[src/rtl/fpdlink_pkg.sv]
`default_nettype none
// +----------------------------------------------------------------------------+
// | Package    : fpdlink_pkg                                                    |
// | Purpose    : Shared types and constants for the FPD-Link phase detector:   |
// |              FSM state encoding, vote accumulator width and recalibration  |
// |              timer width.                                                  |
// | Revision   : 1.0 - initial release                                         |
// +----------------------------------------------------------------------------+
package fpdlink_pkg;

  // Signed vote accumulator width.
  localparam int ACC_W = 8;

  // Periodic recalibration timer width (holds up to CAL_INTERVAL-1).
  localparam int TIMER_W = 24;

  typedef enum logic [2:0] {
    INIT_CAL  = 3'd0,
    INIT_WAIT = 3'd1,
    INIT_RST  = 3'd2,
    RST_WAIT  = 3'd3,
    TRACK     = 3'd4,
    STEP_WAIT = 3'd5,
    PCAL_WAIT = 3'd6
  } fpd_state_t;

  // True for the states that wait out the guard window and then busy.
  function automatic logic is_wait_state(input fpd_state_t s);
    return (s == INIT_WAIT) || (s == RST_WAIT) ||
           (s == STEP_WAIT) || (s == PCAL_WAIT);
  endfunction

endpackage
`default_nettype wire

[src/rtl/fpdlink_pd_accum.sv]
`default_nettype none
// +----------------------------------------------------------------------------+
// | Module     : fpdlink_pd_accum                                              |
// | Purpose    : Signed up/down vote accumulator for the ISERDES phase         |
// |              detector. Flags the vote that brings the total to             |
// |              +/-PD_THRESH and clears itself on that same edge, so the      |
// |              stored value never reaches or crosses the threshold.         |
// | Ports      : gclk, rst_n     clock / async active-low reset               |
// |              valid, incdec   phase-detector vote and direction            |
// |              clr             synchronous clear (outside TRACK)            |
// |              en              vote enable (TRACK only)                     |
// |              hit_inc/hit_dec threshold reached this cycle (comb)          |
// | Revision   : 1.0 - initial release                                         |
// +----------------------------------------------------------------------------+
module fpdlink_pd_accum
  import fpdlink_pkg::*;
#(
  parameter int PD_THRESH = 8
) (
  input  logic gclk,
  input  logic rst_n,
  input  logic valid,
  input  logic incdec,
  input  logic clr,
  input  logic en,
  output logic hit_inc,
  output logic hit_dec
);

  localparam logic signed [ACC_W-1:0] THRESH_POS = ACC_W'(PD_THRESH);
  localparam logic signed [ACC_W-1:0] THRESH_NEG = -THRESH_POS;
  localparam logic signed [ACC_W-1:0] ACC_ONE    = ACC_W'(1);

  logic signed [ACC_W-1:0] acc;
  logic signed [ACC_W-1:0] acc_nxt;
  logic                    vote;

  always_comb begin
    vote    = en && valid;
    acc_nxt = acc;
    if (vote) begin
      acc_nxt = incdec ? (acc + ACC_ONE) : (acc - ACC_ONE);
    end
    hit_inc = vote &&  incdec && (acc_nxt == THRESH_POS);
    hit_dec = vote && !incdec && (acc_nxt == THRESH_NEG);
  end

  // Clearing on the hit edge means a stored value of +/-PD_THRESH never
  // exists, which also rules out any wrap-around of the 8-bit register.
  always_ff @(posedge gclk or negedge rst_n) begin
    if (!rst_n) begin
      acc <= '0;
    end else if (clr || hit_inc || hit_dec) begin
      acc <= '0;
    end else begin
      acc <= acc_nxt;
    end
  end

endmodule
`default_nettype wire

[src/rtl/fpdlink_phase_detector.sv]
`default_nettype none
// +----------------------------------------------------------------------------+
// | Module     : fpdlink_phase_detector                                        |
// | Purpose    : Init / tracking controller for an FPD-Link IODELAY pair.      |
// |              Runs calibrate -> reset of the delay elements, then steps     |
// |              the delay from phase-detector votes. Optional periodic slave  |
// |              recalibration is compiled in with the macro                   |
// |              FPDLINK_PD_PERIODIC_CAL_EN.                                   |
// | Ports      : gclk     fabric clock                                         |
// |              rst_n    async active-low reset                               |
// |              busy     slave IODELAY busy                                   |
// |              valid    phase-detector result valid                          |
// |              incdec   phase-detector direction (1 = increment)             |
// |              cal_m    master calibrate pulse                               |
// |              cal_s    slave calibrate pulse                                |
// |              iod_rst  IODELAY reset pulse                                  |
// |              inc      step direction, only meaningful with ce              |
// |              ce       IODELAY step enable pulse                            |
// |              locked   high in TRACK / STEP_WAIT / PCAL_WAIT                |
// | Revision   : 1.0 - initial release                                         |
// +----------------------------------------------------------------------------+
module fpdlink_phase_detector
  import fpdlink_pkg::*;
#(
  parameter int PD_THRESH    = 8,
  parameter int CAL_INTERVAL = 65536,
  parameter int GUARD_CYCLES = 2
) (
  input  logic gclk,
  input  logic rst_n,
  input  logic busy,
  input  logic valid,
  input  logic incdec,
  output logic cal_m,
  output logic cal_s,
  output logic iod_rst,
  output logic inc,
  output logic ce,
  output logic locked
);

  localparam int GUARD_W = (GUARD_CYCLES > 1) ? $clog2(GUARD_CYCLES + 1) : 1;
  localparam logic [GUARD_W-1:0] GUARD_INIT = GUARD_W'(GUARD_CYCLES);

  fpd_state_t         state;
  logic [GUARD_W-1:0] guard;
  logic [1:0]         rst_sync;
  logic               rst_done;
  logic               wait_done;
  logic               acc_en;
  logic               acc_clr;
  logic               hit_inc;
  logic               hit_dec;
  logic               step_due;
  logic               cal_due;

  // Two-flop release synchroniser; assertion stays asynchronous.
  always_ff @(posedge gclk or negedge rst_n) begin
    if (!rst_n) begin
      rst_sync <= 2'b00;
    end else begin
      rst_sync <= {rst_sync[0], 1'b1};
    end
  end
  assign rst_done = rst_sync[1];

  assign acc_en    = (state == TRACK);
  assign acc_clr   = !acc_en;
  assign step_due  = hit_inc || hit_dec;
  assign wait_done = (guard == '0) && !busy;

  fpdlink_pd_accum #(
    .PD_THRESH (PD_THRESH)
  ) u_accum (
    .gclk    (gclk),
    .rst_n   (rst_n),
    .valid   (valid),
    .incdec  (incdec),
    .clr     (acc_clr),
    .en      (acc_en),
    .hit_inc (hit_inc),
    .hit_dec (hit_dec)
  );

`ifdef FPDLINK_PD_PERIODIC_CAL_EN
  localparam logic [TIMER_W-1:0] TIMER_LAST = TIMER_W'(CAL_INTERVAL - 1);

  logic [TIMER_W-1:0] timer;

  // Expiry is the CAL_INTERVAL-th TRACK cycle. If a step claims that cycle
  // the timer parks at its last value so recalibration fires on the next
  // TRACK cycle.
  assign cal_due = (state == TRACK) && (timer == TIMER_LAST);

  always_ff @(posedge gclk or negedge rst_n) begin
    if (!rst_n) begin
      timer <= '0;
    end else if (state == TRACK) begin
      if (timer != TIMER_LAST) begin
        timer <= timer + 1'b1;
      end else if (!step_due) begin
        timer <= '0;
      end
    end
  end
`else
  assign cal_due = 1'b0;
`endif

  // Outputs are registered together with the state, so every pulse lands in
  // the first cycle of the wait state that follows the issuing state.
  always_ff @(posedge gclk or negedge rst_n) begin
    if (!rst_n) begin
      state   <= INIT_CAL;
      guard   <= '0;
      cal_m   <= 1'b0;
      cal_s   <= 1'b0;
      iod_rst <= 1'b0;
      inc     <= 1'b0;
      ce      <= 1'b0;
      locked  <= 1'b0;
    end else begin
      cal_m   <= 1'b0;
      cal_s   <= 1'b0;
      iod_rst <= 1'b0;
      inc     <= 1'b0;
      ce      <= 1'b0;

      if (is_wait_state(state) && (guard != '0)) begin
        guard <= guard - 1'b1;
      end

      case (state)
        INIT_CAL: begin
          if (rst_done) begin
            cal_m <= 1'b1;
            cal_s <= 1'b1;
            guard <= GUARD_INIT;
            state <= INIT_WAIT;
          end
        end

        INIT_WAIT: begin
          if (wait_done) begin
            state <= INIT_RST;
          end
        end

        INIT_RST: begin
          iod_rst <= 1'b1;
          guard   <= GUARD_INIT;
          state   <= RST_WAIT;
        end

        RST_WAIT: begin
          if (wait_done) begin
            locked <= 1'b1;
            state  <= TRACK;
          end
        end

        TRACK: begin
          // A due step always takes priority over a due recalibration.
          if (step_due) begin
            ce    <= 1'b1;
            inc   <= hit_inc;
            guard <= GUARD_INIT;
            state <= STEP_WAIT;
          end else if (cal_due) begin
            cal_s <= 1'b1;
            guard <= GUARD_INIT;
            state <= PCAL_WAIT;
          end
        end

        STEP_WAIT: begin
          if (wait_done) begin
            state <= TRACK;
          end
        end

`ifdef FPDLINK_PD_PERIODIC_CAL_EN
        PCAL_WAIT: begin
          if (wait_done) begin
            state <= TRACK;
          end
        end
`endif

        default: begin
          locked <= 1'b0;
          state  <= INIT_CAL;
        end
      endcase
    end
  end

endmodule
`default_nettype wire

[config.mk]
export PLATFORM = sky130hd
export DESIGN_NAME = fpdlink_phase_detector
export DESIGN_NICKNAME = d
export VERILOG_FILES = /design/src/rtl/fpdlink_pkg.sv /design/src/rtl/fpdlink_pd_accum.sv /design/src/rtl/fpdlink_phase_detector.sv
export SDC_FILE = /design/constraint.sdc
export NUM_CORES = 1
export LEC_CHECK = 0
export CAP_MARGIN = 20
export CORE_ASPECT_RATIO = 1.1
export CORE_MARGIN = 2
export CORE_UTILIZATION = 50
export DETAILED_ROUTE_END_ITERATION = 10
export PLACE_DENSITY = 0.8
export SLEW_MARGIN = 20
export SYNTH_ARGS = -nofsm -noshare
export SYNTH_HDL_FRONTEND = slang
export SYNTH_SLANG_ARGS = --single-unit
[constraint.sdc]
create_clock -name gclk -period 2.6 [get_ports gclk]
set_input_delay 0.52 -clock gclk [delete_from_list [all_inputs] [get_ports gclk]]
set_output_delay 0.52 -clock gclk [all_outputs]
set_load 0.01 [all_outputs]
==> results.md <==
* Outcome: finished, final reports clean
* # nets final at 193
* Slew Limit Fails at 0
* WP data arrival at 2680 ps
* Layout area overhead at 36.5%
* PD cells at 627 nW/um^2
* Critical Path End Type: flop
* Final setup TNS at 0 ps
* Max Buffers Root-to-Sink at 2
* Sequential share of the synthesized area at 38.1%
* FF+latch count, synth at 20
* Share of cells above drive strength 1 at 33.5%
* Antenna Nets Post-Route at 0
* Cell Int Power at 0.719 mW
* Cell total after placement at 199
* # setup viols final at 0
* Initial Utilization at 52.6%
* Seq pwr share at 36.1%
* Switching power at 0.403 mW
* Synth Cell Area at 1310 um^2
* Cell taking the most area after synthesis: dfrtp_1
* TritonCTS buffer count at 3
* Detailed-route via count at 1164
* Tmin final at 2480 ps
* Layout Cells excl Fill at 210
* CTS H-tree lvls at 1
* Asr flop ratio synth at 100%
* Core Rows at 19
* Port bufs at 10
* PnR worst setup slack at 119 ps
* Critical Path RT at 2800 ps
* Crit-path max FO at 7
* Clk slew on worst S/H paths at 110 ps
* DRC at 0
* Core area at 2500 um^2
* Vias per cell at 5.54
* Post-synth EDFFs at 0
* Vias in the first global route at 1235
* Syn_nets at 151
* Mean post-synth cell area at 9.51 um^2
* Post-synth top flop: dfrtp_1
* Final clock skew at 5.92 ps
* Die Y at 57.7 um
* Share of Yosys cell area claimed by the top area cell type at 38.1%
* WHS at 362 ps
* Synth unique cells at 44
* Pin count of the biggest net entering global routing at 21
* Clk Latency, worst-skew pair at 310 ps
* Min-Delay Path Depth at 0
* R2R depth at 8
* Yosys warns at 0
* Post-placement setup slack at -713 ps
* HP Class: flop to flop
* Total congestion overflow at 0
* Wire length of the first global-routing pass at 5.26 mm
* Dpl hpwl at 2.14 mm
* Startpoint type of the worst setup path: input pin
* RSZ-0062 raised after global routing: false
* Maximum vdd drop at 0.000518 V
* Hold_buf cts at 0
* Pleak at 0.786 nW
* WL per Instance at 14.0 um
* GP Congestion at 0.812
* 1st-iter DRT viols at 38
* Antenna violations before repair at 0
* Clock Sink Count at 20
* Max Cap Viol at 0
* Final Routed Wirelength at 2.94 mm
* Ant diodes at 0
* Ports at 11
* Post-synthesis cell count at 138
* Period utilization at 95.4%
* Chip Width at 52.9 um
* Clock Power Share at 16.1%
* Maximum clock rate at 0.403 GHz
* Final hold viol count at 0
* Largest cells by area after synthesis: dfrtp_1, ha_1, nor2_1, xnor2_1, a21oi_1
* Clock root buffer: clkbuf_4
* Crit Path Category: input pin to flop
* Total Routing Usage GR at 23.1%
* CTS tree: done
* Die area at 3050 um^2
* Comb pwr share at 47.8%
* Switching power share of the total at 35.9%
* TritonRoute pass-1 iters at 4
-- worst paths after layout --
kind | start | endpoint | slack, ps
worst max-delay path | incdec | u_accum.acc[3] | 120
worst min-delay path | rst_sync[0] | rst_sync[1] | 360
worst max register to register | u_accum.acc[1] | u_accum.acc[3] | 160
worst min register to register | rst_sync[0] | rst_sync[1] | 360
max in group asynchronous | rst_n | u_accum.acc[2] | 1850
min in group asynchronous | rst_n | ce | 540
-- synthesized netlist by cell type (2+ instances only) --
cell,number
clkbuf_1,3
nand2_1,8
xnor2_1,6
o41ai_1,2
a31oi_1,2
ha_1,7
o21ai_0,5
dfrtp_1,20
a211oi_1,2
nand4bb_1,2
nand3_1,5
nor3b_2,3
nor2_1,19
nor3b_1,2
xor2_1,3
nor3_1,3
or2_2,2
or3_1,2
a21oi_1,9
mux2i_1,2
inv_1,7
a21o_1,2
-- repair_timing --
| action | 4_1_cts | 5_1_grt |
|---|---|---|
| pin swaps | 9 | 6 |
| setup endpoints to repair | 10 | 9 |
| resized for setup | 8 | 4 |
| setup buffers | 6 | 1 |
-- cell families after synthesis --
| family | share of synthesized area (%) |
|---|---|
| and+or+nand+nor | 23.1 |
| adders and majority gates | 8.20 |
| muxes | 3.53 |
| DFF | 38.1 |
| xor gates and xnor gates | 6.01 |
| buffers and inverters | 3.81 |
| AOI/OAI and AO/OA | 17.0 |
| other | 0.286 |
-- critical path: stages --
cell        delay, ps
buf_6              80
clkinvlp_4        200
fa_2              450
xor2_2            170
nor4b_2           290
nand3_1           150
nor3_2            200
o211ai_1          150
mux2_4            310
nor3b_2           150
-- stage by stage --
stage | cell area, um^2 | utilization [%] | power [mW]
2_1_floorplan | 1350 | - | 0.766
3_3_place_gp | 1660 | 66.4 | 0.908
3_5_place_dp | 1660 | 66.4 | 0.933
4_1_cts | 1780 | 71.2 | 1.13
5_1_grt | 1790 | 71.8 | 1.21
6_report | 1790 | 71.8 | 1.12
-- cell usage in the layout (no fill, tap or decap), types with 3 or more instances in the layout --
| cell | count |
|---|---|
| xnor2_1 | 6 |
| a21oi_1 | 9 |
| inv_1 | 6 |
| nand2_1 | 8 |
| ha_4 | 3 |
| o21ai_0 | 5 |
| clkbuf_4 | 3 |
| clkdlybuf4s50_1 | 9 |
| nor3_1 | 3 |
| nor2_1 | 18 |
| dfrtp_1 | 20 |
| ha_1 | 4 |
| buf_4 | 31 |
| nand3_1 | 5 |
| nor3b_2 | 3 |
-- power groups by stage --
stage	sequential [mW]	combinational (mW)	clock, mW
after floorplan	0.417	0.349	0
after global routing	0.412	0.602	0.198
after detailed placement	0.411	0.522	0
after CTS	0.405	0.535	0.187
final	0.406	0.537	0.181
after global placement	0.407	0.501	0
-- sequential cells by signal (all words and copies together) (netlist names) --
signal,cells
cal_s,1
iod_rst,1
locked,1
ce,1
state,3
rst_sync,2
guard,2
u_accum.acc,8
inc,1
-- routing by layer --
metal | GRT usage (%) | share of wire, % | up-vias
met5 | 0 | 0 | -
met3 | 2.32 | 1.9 | 7
met4 | 10.3 | 2.6 | 0
met2 | 38.8 | 51 | 21
li1 | - | - | 568
met1 | 30.0 | 45 | 568
-- layout make-up --
class	instances	area (um^2)
fill	184	704
inverter	7	30.0
sequential	20	500
tap	31	38.8
timing repair buffer	42	345
multi-input combinational	106	841
clock buffer	4	36.3
Note: power is estimated with default switching activity, not from simulation.
